`config.mk`:
```
export PLATFORM = sky130hd
export DESIGN_NAME = tea_decrypt_core
export DESIGN_NICKNAME = d
export VERILOG_FILES = /design/src/rtl/tea_decrypt_core.sv
export SDC_FILE = /design/constraint.sdc
export NUM_CORES = 1
export LEC_CHECK = 0
export ABC_CLOCK_PERIOD_IN_PS = 8100
export CORE_ASPECT_RATIO = 1.25
export CORE_UTILIZATION = 32
export DETAILED_ROUTE_END_ITERATION = 10
export DONT_BUFFER_PORTS = 1
export PLACE_DENSITY = 0.57
export SLEW_MARGIN = 25
export SYNTH_ARGS = -nofsm -noshare
export SYNTH_HDL_FRONTEND = slang
export SYNTH_SLANG_ARGS = --single-unit
export TNS_END_PERCENT = 30
```
`constraint.sdc`:
```
create_clock -name clk -period 8.1 [get_ports clk]
set_input_delay 0.81 -clock clk [delete_from_list [all_inputs] [get_ports clk]]
set_output_delay 0.81 -clock clk [all_outputs]
set_load 0.01 [all_outputs]
```
`src/rtl/tea_decrypt_core.sv`:
```
// -----------------------------------------------------------------------------
// tea_decrypt_core
//
// Iterative TEA decryption engine: one inverse round per clock. This block
// undoes the companion encryption core, so ROUNDS and DELTA must match the
// values used there.
//
// Handshake: start is sampled only while idle. On acceptance the ciphertext
// and key are captured, so the inputs may change on the next cycle. After
// ROUNDS inverse rounds the plaintext is registered onto left_out/right_out
// and done pulses for one cycle. The outputs hold that value until the next
// completion or until reset. A start seen while busy is dropped.
//
// Ports:
//   clk         rising-edge clock
//   reset_n     asynchronous active-low reset
//   start       begin a decryption (honoured only when idle)
//   left_in     ciphertext word v0
//   right_in    ciphertext word v1
//   key1..key4  key words k0..k3 (same ordering as the encryption core)
//   left_out    plaintext word v0, held between completions
//   right_out   plaintext word v1, held between completions
//   done        one-cycle pulse; the outputs are valid in that cycle
//   busy        high whenever the FSM is not idle
//   dbg_state_o raw FSM state register, for debug and checkers
// -----------------------------------------------------------------------------
module tea_decrypt_core #(
    parameter int unsigned ROUNDS = 32,
    parameter logic [31:0] DELTA  = 32'h9E3779B9
) (
    input  logic        clk,
    input  logic        reset_n,
    input  logic        start,
    input  logic [31:0] left_in,
    input  logic [31:0] right_in,
    input  logic [31:0] key1,
    input  logic [31:0] key2,
    input  logic [31:0] key3,
    input  logic [31:0] key4,
    output logic [31:0] left_out,
    output logic [31:0] right_out,
    output logic        done,
    output logic        busy,
    output logic [1:0]  dbg_state_o
);

    localparam logic [1:0] IDLE    = 2'd0;
    localparam logic [1:0] DECRYPT = 2'd1;
    localparam logic [1:0] DONE    = 2'd2;

    // The decryptor starts from the sum the encryptor finishes with.
    // Counting down by DELTA brings it back to zero after the last round.
    localparam logic [31:0] SUM_INIT  = 32'(DELTA * ROUNDS);
    localparam logic [5:0]  ROUNDS_M1 = 6'(ROUNDS - 1);

    logic [1:0]  state_q, state_d;
    logic [31:0] v_left_q, v_left_d;
    logic [31:0] v_right_q, v_right_d;
    logic [31:0] sum_q, sum_d;
    logic [5:0]  round_q, round_d;
    logic [31:0] k0_q, k0_d, k1_q, k1_d, k2_q, k2_d, k3_q, k3_d;
    logic [31:0] left_out_q, left_out_d;
    logic [31:0] right_out_q, right_out_d;
    logic        done_q, done_d;

    // One inverse round. The encryptor updates v0 before v1, so the
    // decryptor must restore v1 first. The new v1 then feeds the v0 step.
    logic [31:0] right_next;
    logic [31:0] left_next;

    assign right_next = v_right_q - (((v_left_q << 4) + k2_q) ^ (v_left_q + sum_q) ^
                                     ((v_left_q >> 5) + k3_q));
    assign left_next  = v_left_q - (((right_next << 4) + k0_q) ^ (right_next + sum_q) ^
                                    ((right_next >> 5) + k1_q));

    always_comb begin
        state_d     = state_q;
        v_left_d    = v_left_q;
        v_right_d   = v_right_q;
        sum_d       = sum_q;
        round_d     = round_q;
        k0_d        = k0_q;
        k1_d        = k1_q;
        k2_d        = k2_q;
        k3_d        = k3_q;
        left_out_d  = left_out_q;
        right_out_d = right_out_q;
        done_d      = 1'b0;

        case (state_q)
            IDLE: begin
                if (start) begin
                    v_left_d  = left_in;
                    v_right_d = right_in;
                    k0_d      = key1;
                    k1_d      = key2;
                    k2_d      = key3;
                    k3_d      = key4;
                    sum_d     = SUM_INIT;
                    round_d   = 6'd0;
                    state_d   = DECRYPT;
                end
            end
            DECRYPT: begin
                v_right_d = right_next;
                v_left_d  = left_next;
                sum_d     = sum_q - DELTA;
                round_d   = round_q + 6'd1;
                // The last round is still applied on this edge, which gives
                // exactly ROUNDS updates in total.
                if (round_q == ROUNDS_M1) begin
                    state_d = DONE;
                end
            end
            DONE: begin
                left_out_d  = v_left_q;
                right_out_d = v_right_q;
                done_d      = 1'b1;
                state_d     = IDLE;
            end
            default: begin
                state_d = IDLE;
            end
        endcase
    end

    always_ff @(posedge clk or negedge reset_n) begin
        if (!reset_n) begin
            state_q     <= IDLE;
            v_left_q    <= 32'd0;
            v_right_q   <= 32'd0;
            sum_q       <= 32'd0;
            round_q     <= 6'd0;
            k0_q        <= 32'd0;
            k1_q        <= 32'd0;
            k2_q        <= 32'd0;
            k3_q        <= 32'd0;
            left_out_q  <= 32'd0;
            right_out_q <= 32'd0;
            done_q      <= 1'b0;
        end else begin
            state_q     <= state_d;
            v_left_q    <= v_left_d;
            v_right_q   <= v_right_d;
            sum_q       <= sum_d;
            round_q     <= round_d;
            k0_q        <= k0_d;
            k1_q        <= k1_d;
            k2_q        <= k2_d;
            k3_q        <= k3_d;
            left_out_q  <= left_out_d;
            right_out_q <= right_out_d;
            done_q      <= done_d;
        end
    end

    assign left_out    = left_out_q;
    assign right_out   = right_out_q;
    assign done        = done_q;
    assign busy        = (state_q != IDLE);
    assign dbg_state_o = state_q;

endmodule

```
==> results of run 1 <==
## synth_stat cells (5+ instances only)
cell                       instances  area (sq um)
sky130_fd_sc_hd__a221oi_1          5          43.8
sky130_fd_sc_hd__fa_1              8           160
sky130_fd_sc_hd__a22oi_1          48           360
sky130_fd_sc_hd__a22o_1            7          61.3
sky130_fd_sc_hd__mux2i_1          11           110
sky130_fd_sc_hd__o31ai_1          15           113
sky130_fd_sc_hd__a221o_1           9          90.1
sky130_fd_sc_hd__o21a_1           27           203
sky130_fd_sc_hd__o22ai_1           5          31.3
sky130_fd_sc_hd__nand4_1          21           131
sky130_fd_sc_hd__nand2_1         522          1960
sky130_fd_sc_hd__a21oi_1         205          1030
sky130_fd_sc_hd__nand3_1          44           220
sky130_fd_sc_hd__a31o_2            6          52.6
sky130_fd_sc_hd__and2_1            7          43.8
sky130_fd_sc_hd__o21ai_0         135           676
sky130_fd_sc_hd__xor2_1           56           490
sky130_fd_sc_hd__a211o_1           5          43.8
sky130_fd_sc_hd__xnor2_1         293          2570
sky130_fd_sc_hd__a211oi_1         19           143
sky130_fd_sc_hd__o21ai_1          10          50.1
sky130_fd_sc_hd__o211ai_1         14           105
sky130_fd_sc_hd__buf_1            13          48.8
sky130_fd_sc_hd__a21o_1          120           901
sky130_fd_sc_hd__nor3_1           36           180
sky130_fd_sc_hd__nand2b_1         35           219
sky130_fd_sc_hd__dfrtp_1         297          7430
sky130_fd_sc_hd__or3_1            11          68.8
sky130_fd_sc_hd__inv_1            61           229
sky130_fd_sc_hd__nor2_1           98           368
sky130_fd_sc_hd__and3_1           16           100
sky130_fd_sc_hd__clkbuf_1         55           206
sky130_fd_sc_hd__mux2_2           64           721
sky130_fd_sc_hd__a21boi_0          6          45.0
sky130_fd_sc_hd__or4_1             6          45.0
sky130_fd_sc_hd__nor2b_1          28           175
sky130_fd_sc_hd__a31oi_1          15          93.8
sky130_fd_sc_hd__a41oi_1           8          70.1
sky130_fd_sc_hd__ha_1            241          3020
sky130_fd_sc_hd__o21bai_1         23           173
## cell type report
class                      instances  area (sq um)  share of cell area (%)
multi-input combinational       2248         16600                    54.8
antenna                            2          5.00                  0.0166
inverter                          61           229                   0.757
timing repair buffer             476          3680                    12.2
clock buffer                      45           953                    3.15
sequential                       297          7430                    24.6
tap                              952          1190                    3.94
clock inverter                    12           178                   0.588
## critical path, delay by kind of cell (launching register included)
| family | cells | cell delay, ns |
|---|---|---|
| AO/OA/AOI/OAI | 18 | 3.20 |
| XOR/XNOR | 9 | 1.70 |
| adder cells (fa/ha/maj) | 4 | 1.32 |
| buffers and inverters | 1 | 0.14 |
| flip-flops | 1 | 0.43 |
| AND/OR/NAND/NOR | 10 | 1.54 |
## layer usage
metal	vias to the layer above	global-route usage [%]	routed length (microns)
met5	-	0	26
met4	4	5.45	1660
met1	10200	27.7	35800
met3	82	3.69	4170
met2	403	36.4	39300
li1	10400	-	-
## cell families after synthesis
logic type,Yosys count,share of synthesized area (%)
AND/OR/NAND/NOR,844,15.6
XOR/XNOR,354,13.5
flip-flops,297,31.6
adder cells (fa/ha/maj),249,13.5
AO/OA/AOI/OAI,726,20.1
multiplexers,75,3.53
buffers and inverters,129,2.06
## through the flow
step	setup slack [ns]	instances	hold WS, ns	instance area (sq um)
after floorplan	0.000175	2674	0.450	23500
after global placement	-0.537	4004	0.468	27900
after detailed placement	-0.683	4004	0.470	27900
after CTS	-0.272	4077	0.312	29400
after global routing	-0.662	4093	0.142	30200
final	-0.330	4093	0.119	30200
## what timing repair did
item                       CTS  global route
pin swaps                   82           130
buffers inserted            17            15
setup endpoints to repair   14            17
gates resized for setup     75           126
hold endpoints to repair   297             0
hold buffers                 1             0
## worst max-delay path by stage
stage	startpoint	to	depth (start not counted)	slack, ns
floorplan	v_left_q[5]	v_left_q[31]	48	0.0002
detailed placement	v_left_q[0]	v_left_q[31]	46	-0.68
global placement	v_left_q[0]	v_left_q[31]	46	-0.54
finish	v_left_q[1]	v_left_q[31]	42	-0.33
CTS	v_left_q[5]	v_left_q[31]	44	-0.27
global route	v_left_q[0]	v_left_q[31]	45	-0.66
==> results.txt, run 1 <==
----------------------------------------------------
[Outcome]
  Status ... finished, violations left
  Failing checks ... setup timing

[Timing]
  Relative slew margins ... 31.7%
  Minimum clock period ... 8.43 ns
  Final number of setup-violating endpoints ... 7
  Number of hold-slack violations in the final timing report ... 0
  Setup_tns ... -1.05 ns
  Peak Freq ... 0.119 GHz
  Worst Tran Pin Value ... 1.03 ns
  Unrepaired setup endpoints after global routing ... yes
  Final Slew Violations ... 0
  Fin Clk Skew ... 0.0243 ns
  Period utilization ... 104%
  Min setup slack post-route ... -0.330 ns

[Logic synthesis]
  Count of state elements after synthesis ... 297
  Post-synth net total ... 3118
  Flip-flop cell with the highest count after synthesis ... sky130_fd_sc_hd__dfrtp_1
  Per-instance average area after synthesis ... 8.79 sq um
  Cell area after synthesis ... 23500 sq um
  Ys async rst share ... 100%
  Sequential fraction of the synthesis area ... 31.6%
  EDFF count, synth ... 0
  Synthesis warning total ... 0
  Synthesized netlist cell count ... 2674
  Number of unique standard cell types used by synthesis ... 80

[Critical path]
  Worst path max stage delay ... 0.44 ns
  Max Fanout on Critical Path ... 4
  Worst Path Arrival ... 8.92 ns
  Crit start category ... flop
  Worst Setup End Kind ... flop
  Crit path max-delay cell type ... sky130_fd_sc_hd__or4_4
  Top cell by count, worst path ... sky130_fd_sc_hd__xnor2_1
  Reg2reg path depth ... 42
  RR Startpoint ... v_left_q[1]
  Required @ worst endpoint ... 8.59 ns
  End of the worst register-to-register path ... v_left_q[31]
  Reg2reg setup slack ... -0.33 ns
  Critical Setup Path Class ... reg -> reg

[Detailed routing]
  Average via count per standard cell ... 5.14
  Initial DRC count ... 1220
  Routed wire per std cell ... 19.8 microns
  DRC violation count after routing ... 0
  Number of detailed-routing iterations run before antenna repair ... 5
  Total length of routed wires ... 80.9 mm
  Vias after detailed routing ... 21000
  DRT antenna net count ... 0

[Global routing]
  Initial antenna violation count ... 4
  Vias in the first global route ... 21300
  Total global routing track utilization ... 21.4%
  Aggregate global routing overflow ... 0
  First-pass GRT wire length ... 123 mm
  Pin count of the biggest net entering global routing ... 298

[Floorplan]
  Total Die Area ... 74500 sq um
  Die extent in y ... 305 microns
  Floorplan core area ... 72400 sq um
  Rows ... 110
  Overall die width ... 244 microns
  Number of top-level design ports ... 263
  Effective utilization at floorplan ... 32.5%

[Clock tree]
  Skew-Pair Late Insertion Delay ... 0.57 ns
  Number of clock buffers inserted by TritonCTS ... 34
  Number of sinks driven by the clock tree ... 297
  Clock-pin slew reported for the worst setup and hold paths after clock tree synthesis ... 0.06 ns
  Clock root buffer ... sky130_fd_sc_hd__clkbuf_16
  Maximum level of the CTS H-tree ... 2
  Maximum number of buffers from clock root to sink ... 3
  TritonCTS clock tree ... yes

[Placement]
  Placed wire-length estimate ... 63.3 mm
  Count of buffers inserted at the top-level ports ... 0
  Weighted congestion reported at the end of routability-driven placement ... 0.894

[Final layout]
  Final core utilization ... 41.8%
  Final nets ... 3562
  Layout overhead on the synthesized area ... 28.6%
  Fill cell instance count of the final layout ... 7294
  Most common cell after layout, fill and taps aside ... sky130_fd_sc_hd__nand2_1
  Most used cells in the layout excluding fill and tap cells ... sky130_fd_sc_hd__nand2_1 (517), sky130_fd_sc_hd__buf_4 (465), sky130_fd_sc_hd__dfrtp_1 (296)
  Fraction of final layout cells sized beyond drive strength 1 ... 24.8%

[Min path]
  Worst hold-check path type ... in -> async

[Flow run]
  # Max-Cap Violations ... 0

----------------------------------------------------
Power of run 1 is not shown: default switching activity piles up to over one toggle a cycle in this logic, so the estimate is an artifact.
==> run 2: changes to the inputs <==
CORE_MARGIN = 1   (was default)
==> results of run 2 <==
The final DEF is identical to that of run 1; final timing and power are the same.
Power of run 2 is left out for the same reason.
==> run 3: changes to the inputs <==
MAX_ROUTING_LAYER = met4   (was default)
SLEW_MARGIN = 30   (was 25)
==> run 3 against run 2 <==
Net effect: the flow still finishes with violations (setup timing); utilization shrank 0.11 points; count of clock-buffer cells in the layout fell by 2; routed wire length about the same; largest cell class unchanged; die area unchanged; critical path depth increased by 4; clock skew down 0.0022 ns; fmax increased by 1.4%; hold slack better by 0.0046 ns.
==> results.txt, run 3 (same netlist as run 1, synthesis figures left out) <==
----------------------------------------------------
[Flow run]
  # Max-Cap Violations ... 0 (unchanged)

[Timing]
  Unrepaired setup endpoints after global routing ... yes
  Peak Freq ... 0.120 GHz (+1.4%)
  Final number of setup-violating endpoints ... 6 (-1)
  Period utilization ... 103% (-1.5 points)
  Setup_tns ... -0.849 ns (+0.205 ns)
  Final Slew Violations ... 0 (unchanged)
  Fin Clk Skew ... 0.0221 ns (-0.00222 ns)
  Minimum clock period ... 8.31 ns (-0.118 ns)
  Number of hold-slack violations in the final timing report ... 0 (unchanged)
  Min setup slack post-route ... -0.212 ns (+0.118 ns)
  Worst Tran Pin Value ... 1.02 ns (-0.00716 ns)
  Relative slew margins ... 32.0% (+0.32 points)

[Critical path]
  Crit start category ... flop
  Crit path max-delay cell type ... sky130_fd_sc_hd__dfrtp_1
  Worst path max stage delay ... 0.38 ns (-0.06 ns)
  Required @ worst endpoint ... 8.59 ns (about the same)
  Critical Setup Path Class ... reg -> reg
  Worst Setup End Kind ... flop
  Max Fanout on Critical Path ... 4 (unchanged)
  Worst Path Arrival ... 8.80 ns (-0.12 ns)
  Top cell by count, worst path ... sky130_fd_sc_hd__a21o_1

[Clock tree]
  Skew-Pair Late Insertion Delay ... 0.57 ns (about the same)
  Clock-pin slew reported for the worst setup and hold paths after clock tree synthesis ... 0.06 ns (about the same)
  Clock root buffer ... sky130_fd_sc_hd__clkbuf_16
  Maximum number of buffers from clock root to sink ... 3 (unchanged)
  Number of sinks driven by the clock tree ... 297 (unchanged)
  TritonCTS clock tree ... yes
  Maximum level of the CTS H-tree ... 2 (unchanged)
  Number of clock buffers inserted by TritonCTS ... 34 (unchanged)

[Outcome]
  Status ... finished, violations left
  Failing checks ... setup timing

[Floorplan]
  Overall die width ... 244 microns (unchanged)
  Number of top-level design ports ... 263 (unchanged)
  Floorplan core area ... 72400 sq um (unchanged)
  Rows ... 110 (unchanged)
  Effective utilization at floorplan ... 32.5% (unchanged)
  Die extent in y ... 305 microns (unchanged)
  Total Die Area ... 74500 sq um (unchanged)

[Detailed routing]
  Routed wire per std cell ... 19.8 microns (about the same)
  Number of detailed-routing iterations run before antenna repair ... 5 (unchanged)
  Total length of routed wires ... 81.0 mm (about the same)
  DRT antenna net count ... 0 (unchanged)
  Initial DRC count ... 1093 (-10%)
  Vias after detailed routing ... 21100 (+0.12%)
  DRC violation count after routing ... 0 (unchanged)
  Average via count per standard cell ... 5.14 (about the same)

[Global routing]
  First-pass GRT wire length ... 123 mm (about the same)
  Vias in the first global route ... 21300 (+0.080%)
  Initial antenna violation count ... 7 (+3)
  Total global routing track utilization ... 22.0% (+0.69 points)
  Pin count of the biggest net entering global routing ... 298 (unchanged)
  Aggregate global routing overflow ... 0 (unchanged)

[Placement]
  Placed wire-length estimate ... 63.6 mm (+0.49%)
  Weighted congestion reported at the end of routability-driven placement ... 0.913 (+2.1%)
  Count of buffers inserted at the top-level ports ... 0 (unchanged)

[Final layout]
  Final nets ... 3558 (-0.11%)
  Most common cell after layout, fill and taps aside ... sky130_fd_sc_hd__nand2_1
  Layout overhead on the synthesized area ... 28.3%
  Footprint of the multi-input gates ... 16400 sq um (-0.84%)
  Fraction of final layout cells sized beyond drive strength 1 ... 23.8% (-1.0 points)
  Fill cell instance count of the final layout ... 7280 (-0.19%)
  Register area ... 7430 sq um (unchanged)
  Most used cells in the layout excluding fill and tap cells ... sky130_fd_sc_hd__nand2_1 (518), sky130_fd_sc_hd__buf_4 (466), sky130_fd_sc_hd__dfrtp_1 (296)

[Min path]
  Worst hold-check path type ... in -> async

----------------------------------------------------
[run 3: cell types whose count changed in the layout (fill, tap and decap cells not counted), sizes merged]
cell      before  now
buf          476  472
inv           64   61
diode          2    7
clkbuf        45   43
clkinv         4    8
bufinv         4    6
clkinvlp       1    3
[run 3: what timing repair did]
item,4_1_cts,5_1_grt
pin swaps,64,113
hold buffers,1,0
setup endpoints to repair,13,18
resized for setup,67,96
buffers inserted,10,16
hold endpoints to repair,297,0
[run 3: critical path: cells and delay by family, from the launching register on]
kind            cells  cell delay (ns)
simple gates       10             1.08
xor+xnor            8             1.53
fa+ha+maj           5             1.38
flops               1             0.38
compound gates     19             3.36
buf+inv             4             0.48
[run 3: area by class of cell]
| cell class | count | share of cell area (%) |
|---|---|---|
| flip-flops and latches | 297 | 24.7 |
| inverters | 61 | 0.759 |
| diodes | 7 | 0.0581 |
| well taps | 952 | 3.95 |
| multi-input cells | 2248 | 54.5 |
| clock inverters | 17 | 0.842 |
| clock buffers | 43 | 3.25 |
| repair buffers | 472 | 12.0 |
[run 3: per-stage QoR]
step	util, %	setup slack, ns	area [sq um]	std cells	hold slack (ns)
after detailed placement	38.5	-0.675	27900	4003	0.470
after global placement	38.5	-0.537	27900	4003	0.468
after floorplan	-	0.000175	23500	2674	0.450
after global routing	41.6	-0.711	30200	4097	0.129
after CTS	40.7	-0.175	29500	4073	0.307
final	41.6	-0.212	30200	4097	0.123
[run 3: worst paths after layout]
path                       startpoint      endpoint  slack (ns)  cells after the start
min in group clk              key2[9]       k1_q[9]        0.34                      2
hold / removal                reset_n          done        0.12                      1
setup / recovery              k3_q[0]  v_left_q[31]       -0.21                     46
hold reg to reg              k0_q[23]      k0_q[23]        0.48                      2
setup reg to reg              k3_q[0]  v_left_q[31]       -0.21                     46
max in group asynchronous     reset_n      k0_q[17]        7.02                      2
[run 3: routing by layer]
layer  global-route usage [%]  routed length [microns]  share of wire [%]  vias to the layer above
met5                        -                        0                  0                        -
met4                     5.44                     1720                2.1                        0
met3                     4.05                     4650                5.7                       85
met2                     36.3                    38800                 48                      412
met1                     27.7                    35800                 44                    10200
li1                         -                        -                  -                    10400
Power of run 3 is left out for the same reason.
